### config.mk
export PLATFORM = sky130hd
export DESIGN_NAME = pipe_arb
export DESIGN_NICKNAME = d
export VERILOG_FILES = /design/src/rtl/pipe_arb_pkg.sv /design/src/rtl/pipe.sv /design/src/rtl/pipe_arb.sv
export SDC_FILE = /design/constraint.sdc
export NUM_CORES = 1
export LEC_CHECK = 0
export ABC_AREA = 1
export CORE_UTILIZATION = 42
export CTS_CLUSTER_DIAMETER = 50
export DETAILED_ROUTE_END_ITERATION = 10
export HOLD_SLACK_MARGIN = 0.12
export MAX_ROUTING_LAYER = met4
export PLACE_DENSITY = 0.82
export SLEW_MARGIN = 15
export SYNTH_ARGS = -nofsm -noshare
export SYNTH_HDL_FRONTEND = slang
export SYNTH_HIERARCHICAL = 1
export SYNTH_SLANG_ARGS = --single-unit
### constraint.sdc
create_clock -name clock -period 3.35 [get_ports clock]
set_clock_uncertainty 0.05 [all_clocks]
set_input_delay 0.67 -clock clock [delete_from_list [all_inputs] [get_ports clock]]
set_output_delay 0.67 -clock clock [all_outputs]
set_load 0.01 [all_outputs]
### src/rtl/pipe_arb_pkg.sv
// Shared types and helpers for the round-robin pipe arbiter.
package pipe_arb_pkg;

  localparam int unsigned DefaultN = 4;
  localparam int unsigned MaxN     = 32;
  localparam int unsigned MaxIdxW  = 5;

  typedef struct packed {
    logic               found;
    logic [MaxIdxW-1:0] idx;
  } rr_pick_t;

  // First set bit of valid scanning ptr, ptr+1, ..., n-1, 0, ..., ptr-1.
  function automatic rr_pick_t rr_select(input logic [MaxN-1:0] valid,
                                         input int unsigned n,
                                         input int unsigned ptr);
    rr_pick_t    pick;
    int unsigned j;
    pick = '0;
    for (int unsigned k = 0; k < MaxN; k++) begin
      if (k < n && !pick.found) begin
        j = ptr + k;
        if (j >= n) j = j - n;
        if (valid[j[MaxIdxW-1:0]]) begin
          pick.found = 1'b1;
          pick.idx   = j[MaxIdxW-1:0];
        end
      end
    end
    return pick;
  endfunction

  function automatic int unsigned ptr_inc(input int unsigned idx, input int unsigned n);
    return (idx == n - 1) ? 0 : idx + 1;
  endfunction

endpackage

### src/rtl/pipe.sv
// Single registered valid/ready stage with flush; flush hides and drops the held beat.
module pipe #(
  parameter int unsigned WIDTH = 16
) (
  input  logic             clock,
  input  logic             reset,
  input  logic             flush,
  input  logic             pin_valid,
  output logic             pin_ready,
  input  logic [WIDTH-1:0] pin_data,
  output logic             pout_valid,
  input  logic             pout_ready,
  output logic [WIDTH-1:0] pout_data
);

  logic             valid_q;
  logic [WIDTH-1:0] data_q;

  assign pin_ready  = ~valid_q | pout_ready | flush;
  assign pout_valid = valid_q & ~flush;
  assign pout_data  = data_q;

  always_ff @(posedge clock) begin
    if (reset) begin
      valid_q <= 1'b0;
      data_q  <= '0;
    end else if (flush) begin
      valid_q <= 1'b0;
    end else if (pin_valid && pin_ready) begin
      valid_q <= 1'b1;
      data_q  <= pin_data;
    end else if (pin_ready) begin
      valid_q <= 1'b0;
    end
  end

endmodule

### src/rtl/pipe_arb.sv
// Round-robin arbiter sharing one pipe stage among N requesters.
// Define PIPE_ARB_LOCK_EN to hold the grant on one source until its last beat.
module pipe_arb
  import pipe_arb_pkg::*;
#(
  parameter int unsigned N     = DefaultN,
  parameter int unsigned WIDTH = 16,
  parameter int unsigned IDX_W = $clog2(N)
) (
  input  logic                 clock,
  input  logic                 reset,
  input  logic                 flush,
  input  logic [N-1:0]         req_valid,
  output logic [N-1:0]         req_ready,
  input  logic [N*WIDTH-1:0]   req_data,
  input  logic [N-1:0]         req_last,
  output logic                 out_valid,
  input  logic                 out_ready,
  output logic [WIDTH-1:0]     out_data,
  output logic [IDX_W-1:0]     out_src
);

  logic [IDX_W-1:0] ptr_q, ptr_d;
  logic [IDX_W-1:0] winner;
  logic             found;
  logic             stage_ready;
  logic             accept;
  logic [WIDTH-1:0] req_words [N];
  rr_pick_t         pick;
  logic             unused_pick_hi;

`ifdef PIPE_ARB_LOCK_EN
  logic             lock_q, lock_d;
  logic [IDX_W-1:0] lock_src_q, lock_src_d;
`else
  logic             unused_last;
  assign unused_last = ^req_last;
`endif

  assign unused_pick_hi = ^pick.idx[MaxIdxW-1:IDX_W];

  always_comb begin
    for (int unsigned i = 0; i < N; i++) begin
      req_words[i] = req_data[i*WIDTH +: WIDTH];
    end
  end

  always_comb begin
    pick   = rr_select(MaxN'(req_valid), N, 32'(ptr_q));
    winner = pick.idx[IDX_W-1:0];
    found  = pick.found;
`ifdef PIPE_ARB_LOCK_EN
    // A locked packet owns the stage even while its source idles.
    if (lock_q) begin
      winner = lock_src_q;
      found  = req_valid[lock_src_q];
    end
`endif
  end

  assign accept    = found & stage_ready & ~flush & ~reset;
  assign req_ready = accept ? (N'(1) << winner) : '0;

  always_comb begin
    ptr_d = ptr_q;
`ifdef PIPE_ARB_LOCK_EN
    lock_d     = lock_q;
    lock_src_d = lock_src_q;
    if (flush) begin
      lock_d = 1'b0;
    end else if (accept) begin
      if (req_last[winner]) begin
        lock_d = 1'b0;
        ptr_d  = IDX_W'(ptr_inc(32'(winner), N));
      end else begin
        lock_d     = 1'b1;
        lock_src_d = winner;
      end
    end
`else
    if (accept) ptr_d = IDX_W'(ptr_inc(32'(winner), N));
`endif
  end

  always_ff @(posedge clock) begin
    if (reset) begin
      ptr_q      <= '0;
`ifdef PIPE_ARB_LOCK_EN
      lock_q     <= 1'b0;
      lock_src_q <= '0;
`endif
    end else begin
      ptr_q      <= ptr_d;
`ifdef PIPE_ARB_LOCK_EN
      lock_q     <= lock_d;
      lock_src_q <= lock_src_d;
`endif
    end
  end

  pipe #(
    .WIDTH(WIDTH + IDX_W)
  ) u_pipe (
    .clock     (clock),
    .reset     (reset),
    .flush     (flush),
    .pin_valid (accept),
    .pin_ready (stage_ready),
    .pin_data  ({winner, req_words[winner]}),
    .pout_valid(out_valid),
    .pout_ready(out_ready),
    .pout_data ({out_src, out_data})
  );

endmodule

==> run summary, run 1 <==
Global placer's final weighted congestion - 0.8429
Switching power as a share of total power - 45.09%
Power density relative to cell area - 432.5 nW/um^2
Type of the worst min-delay path - reg2reg
Clock buffers created by TritonCTS - 3
Bufs and invs on worst path - 5
Longest individual stage delay on the worst path - 0.43 ns
Main synth FF type - sky130_fd_sc_hd__dfxtp_1
Global Route Usage Sum - 22.20%
Routed Wire Length - 5.582 mm
Buffers on Ports - 94
Average detailed-routed wire length per instance - 10.84 um
Reported max-cap violation count - 0
Final max-slew violation count - 0
FF-to-FF setup slack - 0.72 ns
Antenna violations before repair - 0
Rows - 25
Maximum clock insertion buffer count - 2
Wire length of the first global-routing pass - 9.170 mm
Antenna-violating nets left - 0
Critical-path cell list - clkdlybuf4s50_1 > nand2_2 > nand2_1 > nor2_1 > nor2_4 > buf_4 > o21bai_2 > inv_1 > nand3_1 > inv_1 > dlygate4sd2_1
Data arrival time of the critical path - 2.43 ns
Largest net degree at the start of global routing - 25
Combinational share of power - 67.8%
Data required time of the worst path - 2.63 ns
Initial Utilization - 44.34%
Portion of synthesized cell area occupied by the leading cell type - 19.81%
Setup Slack @ Placement - -0.07590 ns
Clock input transition at the sequential cells of the worst setup and hold paths - 0.07 ns
Crit path max-delay cell type - sky130_fd_sc_hd__clkdlybuf4s50_1
Die Area - 5341 um^2
Cell taking the most area after synthesis - sky130_fd_sc_hd__dfxtp_1
Worst-margin pin slew - 0.4796 ns
Peak ir drop on the vdd network - 0.2802 mV
Synthesized Nets - 428
Number of design-rule violations left by the first detailed-router iteration - 87
Final hold violations - 0
Aggregate global routing overflow - 0
Proportion of synthesized chip area in sequential cells - 19.81%
Overall die height - 73.08 um
Cell family with the largest share of critical-path delay - buffers and inverters
Clk pwr share - 11.8%
EDFF count, synth - 0
Length of the first detailed-routing pass in iterations - 4
Post-Synthesis Cell Area - 2122 um^2
Outcome - complete, no violations
Vias - 2376
Quantity of hold-fixing buffers added after cts - 0
Count of distinct cell types in the synthesized netlist - 36
Least setup slack across all paths after layout - 0.1960 ns
Area of the core - 4786 um^2
Critical path launch point type - primary input
Element type at the critical path end - primary output
Top cells by area in the synthesized netlist - sky130_fd_sc_hd__dfxtp_1 (20%), sky130_fd_sc_hd__inv_1 (15%), sky130_fd_sc_hd__nand2_1 (13%), sky130_fd_sc_hd__nor2_1 (7.3%), sky130_fd_sc_hd__nand4_1 (5.6%)
Share of post-route cells with drive strength above 1 - 13.17%
Vias per inst - 4.614
DRC viols - 0
Flops & latches, synth - 21
Count of yosys warnings during synthesis - 6
Internal power summed over all cells - 0.7583 mW
TritonCTS clock tree - built
DPL Wire Length - 4.642 mm
Layout Nets - 529
Worst slew margin relative to its limit - 67.83%
Width of the die - 73.08 um
Ratio of final minimum period to clock period - 94.15%
Unrepaired setup endpoints after global routing - false
Vias in the first global route - 2184
Fraction of registers with async set/reset - 0%
Leakage power figure - 1.584 nW
Proportion of power drawn by flip-flops and latches - 20.4%
Top fanout value on the critical path - 6
Number of antenna cells inserted - 0
Design Power - 1.381 mW
Achievable frequency - 0.3171 GHz
Type of the worst setup path - in2out
Synthesized area divided by synthesized cell count - 6.098 um^2
Most numerous cell in the Yosys netlist - sky130_fd_sc_hd__inv_1
Latest clock arrival within the worst-skew pair - 0.25 ns
Setup violation total in the final timing report - 0
Cell with the most instances on the worst path - sky130_fd_sc_hd__inv_1
Net switching power - 0.6228 mW
Shortest period the worst path allows - 3.154 ns
I/O pin count - 99
Most common library cells after synthesis - sky130_fd_sc_hd__inv_1 (84), sky130_fd_sc_hd__nand2_1 (71), sky130_fd_sc_hd__nor2_1 (41), sky130_fd_sc_hd__dfxtp_1 (21), sky130_fd_sc_hd__nand4_1 (19)
Clock H-tree levels - 1
Clk sink count - 21
Number of instances in the synthesized netlist - 348
Area added between synthesis and finish - 50.47%
Buffer type at the clock tree root - sky130_fd_sc_hd__clkbuf_8
==> placed cells by master, fill, tap and decap left out, types with 8 or more instances in the layout <==
cell type,count
sky130_fd_sc_hd__buf_4,18
sky130_fd_sc_hd__nor2_1,41
sky130_fd_sc_hd__inv_1,84
sky130_fd_sc_hd__o21ai_1,15
sky130_fd_sc_hd__nand2_1,71
sky130_fd_sc_hd__nand4_1,19
sky130_fd_sc_hd__o21ai_0,9
sky130_fd_sc_hd__o211ai_1,15
sky130_fd_sc_hd__o21ai_2,8
sky130_fd_sc_hd__nand3_1,8
sky130_fd_sc_hd__clkdlybuf4s50_1,89
sky130_fd_sc_hd__dfxtp_1,21
==> path summary, 6_finish.rpt <==
kind                                           from                           endpoint  depth (start not counted)
setup / recovery                       req_valid[1]                       req_ready[2]                         11
hold / removal    u_pipe/pout_data[13]$_SDFFE_PP0P_  u_pipe/pout_data[13]$_SDFFE_PP0P_                          4
setup reg to reg              ptr_q[0]$_SDFFE_PP0P_  u_pipe/pout_data[10]$_SDFFE_PP0P_                         16
hold reg to reg   u_pipe/pout_data[13]$_SDFFE_PP0P_  u_pipe/pout_data[13]$_SDFFE_PP0P_                          4
==> cells by family (layout without fill, tap and decap cells) <==
logic type | Yosys count | after routing | synth area share, %
flip-flops | 21 | 21 | 19.81
adder cells (fa/ha/maj) | 4 | 4 | 2.359
buffers and inverters | 108 | 208 | 23.05
AO/OA/AOI/OAI | 54 | 54 | 17.33
AND/OR/NAND/NOR | 161 | 161 | 37.44
==> flip-flops by register name, summed over array words and instances, names as in the netlist <==
name,count
u_pipe/valid_q,1
u_pipe/pout_data,18
ptr_q,2
==> stage by stage <==
| stage | TNS, ns | util [%] | hold WS, ns | std cells | instance area, um^2 |
|---|---|---|---|---|---|
| after floorplan | 0 | - | 0.4801 | 348 | 2122 |
| after global placement | -0.1253 | 65.73 | 0.4458 | 511 | 3146 |
| after detailed placement | -0.2305 | 65.73 | 0.4465 | 511 | 3146 |
| after CTS | -0.06900 | 66.61 | 0.4606 | 515 | 3188 |
| after global routing | 0 | 66.72 | 0.4955 | 515 | 3193 |
| final | 0 | 66.72 | 0.4579 | 515 | 3193 |
==> worst register-to-register path: cells and delay by family, from the launching register on <==
family                   cells  cell delay (ns)
adder cells (fa/ha/maj)      1             0.35
AND/OR/NAND/NOR              7             0.73
AO/OA/AOI/OAI                3             0.51
flip-flops                   1             0.42
buffers and inverters        5             0.49
==> layer usage <==
metal  wire length, um  vias to the layer above  GRT usage [%]
met2              2833                       68          40.02
met1              2452                     1031          25.92
met3               218                        8          1.796
met5                 0                        -              -
met4                77                        0          6.972
li1                  -                     1269              -
==> power groups by stage <==
stage	sequential (mW)	combinational, mW	clock [mW]
5_1_grt	0.284	1.04	0.174
4_1_cts	0.282	0.941	0.167
2_1_floorplan	0.296	0.654	0
3_5_place_dp	0.287	0.942	0
3_3_place_gp	0.286	0.922	0
6_report	0.282	0.937	0.163
==> repair_timing <==
item | in CTS | in global routing
cloned | 0 | 0
setup buffers | 0 | 0
setup endpoints to repair | 4 | 2
pin swaps | 0 | 1
hold endpoints to repair | 0 | 0
resized for setup | 3 | 2
==> area by class of cell <==
class,instances,area (um^2)
Fill cell,440,1593
Multi-Input combinational cell,219,1212
Timing Repair Buffer,112,1077
Sequential cell,21,420.4
Inverter,92,352.8
Tap cell,67,83.83
Clock buffer,3,41.29
Clock inverter,1,5.005
(Power assumes the default switching activity.)
==> run 2: changes to the inputs <==
--- a/config.mk
+++ b/config.mk
@@ -9,9 +9,10 @@
 export CORE_UTILIZATION = 42
 export CTS_CLUSTER_DIAMETER = 50
 export DETAILED_ROUTE_END_ITERATION = 10
-export HOLD_SLACK_MARGIN = 0.12
+export HOLD_SLACK_MARGIN = 0.03
 export MAX_ROUTING_LAYER = met4
 export PLACE_DENSITY = 0.82
+export RECOVER_POWER = 25
 export SLEW_MARGIN = 15
 export SYNTH_ARGS = -nofsm -noshare
 export SYNTH_HDL_FRONTEND = slang
==> run 2 against run 1 <==
  * Clock-buffer cell count is the same
  * First-iteration DRC count up 2.3%
  * Final area unchanged
  * Critical endpoint unchanged
  * Combinational power shrank 0.4%
  * Cell count unchanged
  * Routed wire length is 0.23% lower
==> run summary, run 2 (same netlist as run 1, synthesis figures left out) <==
Outcome - complete, no violations (unchanged)
Top fanout value on the critical path - 6 (unchanged)
Area added between synthesis and finish - 50.47% (unchanged)
DPL Wire Length - 4.642 mm (unchanged)
Net switching power - 0.6213 mW (was 0.6228 mW)
Critical path launch point type - primary input (unchanged)
Peak ir drop on the vdd network - 0.2792 mV (was 0.2802 mV)
Aggregate global routing overflow - 0 (unchanged)
Number of design-rule violations left by the first detailed-router iteration - 89 (was 87)
Average detailed-routed wire length per instance - 10.81 um (was 10.84 um)
Maximum clock insertion buffer count - 2 (unchanged)
Achievable frequency - 0.3170 GHz (was 0.3171 GHz)
I/O pin count - 99 (unchanged)
Final max-slew violation count - 0 (unchanged)
Largest register FFs - 18 (unchanged)
Vias per inst - 4.639 (was 4.614)
Share of post-route cells with drive strength above 1 - 13.17% (unchanged)
Post-CTS setup buffer count - 0 (unchanged)
Vias - 2389 (was 2376)
Cells on Worst Hold Path - 4 (unchanged)
Clock H-tree levels - 1 (unchanged)
Proportion of power drawn by flip-flops and latches - 20.4% (about the same)
Wire length of the first global-routing pass - 9.170 mm (unchanged)
Switching power as a share of total power - 45.15% (was 45.09%)
Ratio of final minimum period to clock period - 94.16% (was 94.15%)
Number of cells traversed by the worst register-to-register path - 16 (unchanged)
Vias in the first global route - 2184 (unchanged)
Number of antenna cells inserted - 0 (unchanged)
Width of the die - 73.08 um (unchanged)
Die Area - 5341 um^2 (unchanged)
Latest clock arrival within the worst-skew pair - 0.25 ns (about the same)
Worst slew margin relative to its limit - 68.27% (was 67.83%)
Buffer type at the clock tree root - sky130_fd_sc_hd__clkbuf_8 (unchanged)
Clk sink count - 21 (unchanged)
Design Power - 1.376 mW (was 1.381 mW)
Data required time of the worst path - 2.63 ns (about the same)
Clk pwr share - 11.8% (about the same)
Worst-margin pin slew - 0.4730 ns (was 0.4796 ns)
Power density relative to cell area - 431.0 nW/um^2 (was 432.5 nW/um^2)
Final hold violations - 0 (unchanged)
Internal power summed over all cells - 0.7548 mW (was 0.7583 mW)
Reported max-cap violation count - 0 (unchanged)
Most frequent standard cell in the layout excluding fill and tap cells - sky130_fd_sc_hd__inv_1 (was sky130_fd_sc_hd__clkdlybuf4s50_1)
Type of the worst setup path - in2out (unchanged)
Unrepaired setup endpoints after global routing - false (unchanged)
Global placer's final weighted congestion - 0.8429 (unchanged)
Number of fillers in the final layout - 440 (unchanged)
Largest net degree at the start of global routing - 25 (unchanged)
Global Route Usage Sum - 22.20% (unchanged)
DRC viols - 0 (unchanged)
Overall die height - 73.08 um (unchanged)
Data arrival time of the critical path - 2.43 ns (about the same)
Setup violation total in the final timing report - 0 (unchanged)
Clock input transition at the sequential cells of the worst setup and hold paths - 0.07 ns (about the same)
Length of the first detailed-routing pass in iterations - 4 (unchanged)
Initial Utilization - 44.34% (unchanged)
Shortest period the worst path allows - 3.154 ns (about the same)
Area of the core - 4786 um^2 (unchanged)
Layout Nets - 529 (unchanged)
Type of the worst min-delay path - reg2reg (unchanged)
Element type at the critical path end - primary output (unchanged)
Count of placed standard cells in the final layout, fillers left out - 515 (unchanged)
Number of placed instances with taps included - 511 (unchanged)
Clock buffers created by TritonCTS - 3 (unchanged)
Antenna violations before repair - 0 (unchanged)
Rows - 25 (unchanged)
Combinational share of power - 67.8% (about the same)
TritonCTS clock tree - built (unchanged)
Antenna-violating nets left - 0 (unchanged)
Commonest non-fill, non-tap cells in the layout - sky130_fd_sc_hd__inv_1 (84), sky130_fd_sc_hd__clkdlybuf4s50_1 (78), sky130_fd_sc_hd__nand2_1 (71), sky130_fd_sc_hd__nor2_1 (41), sky130_fd_sc_hd__dfxtp_1 (21) (was sky130_fd_sc_hd__clkdlybuf4s50_1 (89), sky130_fd_sc_hd__inv_1 (84), sky130_fd_sc_hd__nand2_1 (71), sky130_fd_sc_hd__nor2_1 (41), sky130_fd_sc_hd__dfxtp_1 (21))
Routed Wire Length - 5.569 mm (was 5.582 mm)
Leakage power figure - 1.617 nW (was 1.584 nW)
Buffers on Ports - 94 (unchanged)
run 2: cell types whose count changed in the layout (fill, tap and decap cells not counted), sizes merged:
cell and delta:
dlygate4sd3 +11, clkdlybuf4s50 -11
run 2: layer usage:
metal / global-route usage, % / wire length, um / vias to the layer above
met5: - / 0 / -
li1: - / - / 1269
met4: 6.972 / 77 / 0
met3: 1.796 / 224 / 8
met2: 40.02 / 2823 / 70
met1: 25.92 / 2443 / 1042
run 2: path summary, 6_finish.rpt:
| kind | from | end | slack (ns) |
|---|---|---|---|
| max | req_valid[1] | req_ready[2] | 0.20 |
| min | u_pipe/pout_data[13]$_SDFFE_PP0P_ | u_pipe/pout_data[13]$_SDFFE_PP0P_ | 0.46 |
| max reg2reg | ptr_q[0]$_SDFFE_PP0P_ | u_pipe/pout_data[10]$_SDFFE_PP0P_ | 0.72 |
| min reg2reg | u_pipe/pout_data[13]$_SDFFE_PP0P_ | u_pipe/pout_data[13]$_SDFFE_PP0P_ | 0.46 |
run 2: area by class of cell:
type	instances	area, um^2	share of cell area, %
multi-input combinational	219	1212	37.97
timing repair buffer	112	1077	33.74
sequential	21	420.4	13.17
inverter	92	352.8	11.05
tap	67	83.83	2.625
clock buffer	3	41.29	1.293
clock inverter	1	5.005	0.1567
run 2: metrics by stage:
stage	utilization [%]	hold WS (ns)	cell area [um^2]	setup TNS (ns)	worst slack, ns
after global routing	66.72	0.4929	3193	0	0.04830
after floorplan	-	0.4801	2122	0	0.6051
after global placement	65.73	0.4458	3146	-0.1253	-0.06810
final	66.72	0.4556	3193	0	0.1956
after detailed placement	65.73	0.4465	3146	-0.2305	-0.07590
after CTS	66.61	0.4606	3188	-0.06900	-0.06900
run 2: power groups by stage:
stage / logic (mW) / registers (mW) / clock network [mW]
after floorplan: 0.654 / 0.296 / 0
after global placement: 0.922 / 0.286 / 0
after detailed placement: 0.942 / 0.287 / 0
after CTS: 0.941 / 0.282 / 0.167
after global routing: 1.04 / 0.284 / 0.174
final: 0.933 / 0.281 / 0.162
run 2: critical path, cell delays in order:
cell and delay, ns:
sky130_fd_sc_hd__clkdlybuf4s50_1 0.43, sky130_fd_sc_hd__nand2_2 0.08, sky130_fd_sc_hd__nand2_1 0.05, sky130_fd_sc_hd__nor2_1 0.17, sky130_fd_sc_hd__nor2_4 0.07, sky130_fd_sc_hd__buf_4 0.13
sky130_fd_sc_hd__o21bai_2 0.26, sky130_fd_sc_hd__inv_1 0.10, sky130_fd_sc_hd__nand3_1 0.14, sky130_fd_sc_hd__inv_1 0.05, sky130_fd_sc_hd__dlygate4sd2_1 0.27
run 2: what timing repair did:
action	in CTS	in global routing
endpoints found under the setup margin	4	2
pin swaps	0	1
resized for setup	3	2
hold buffers	0	0
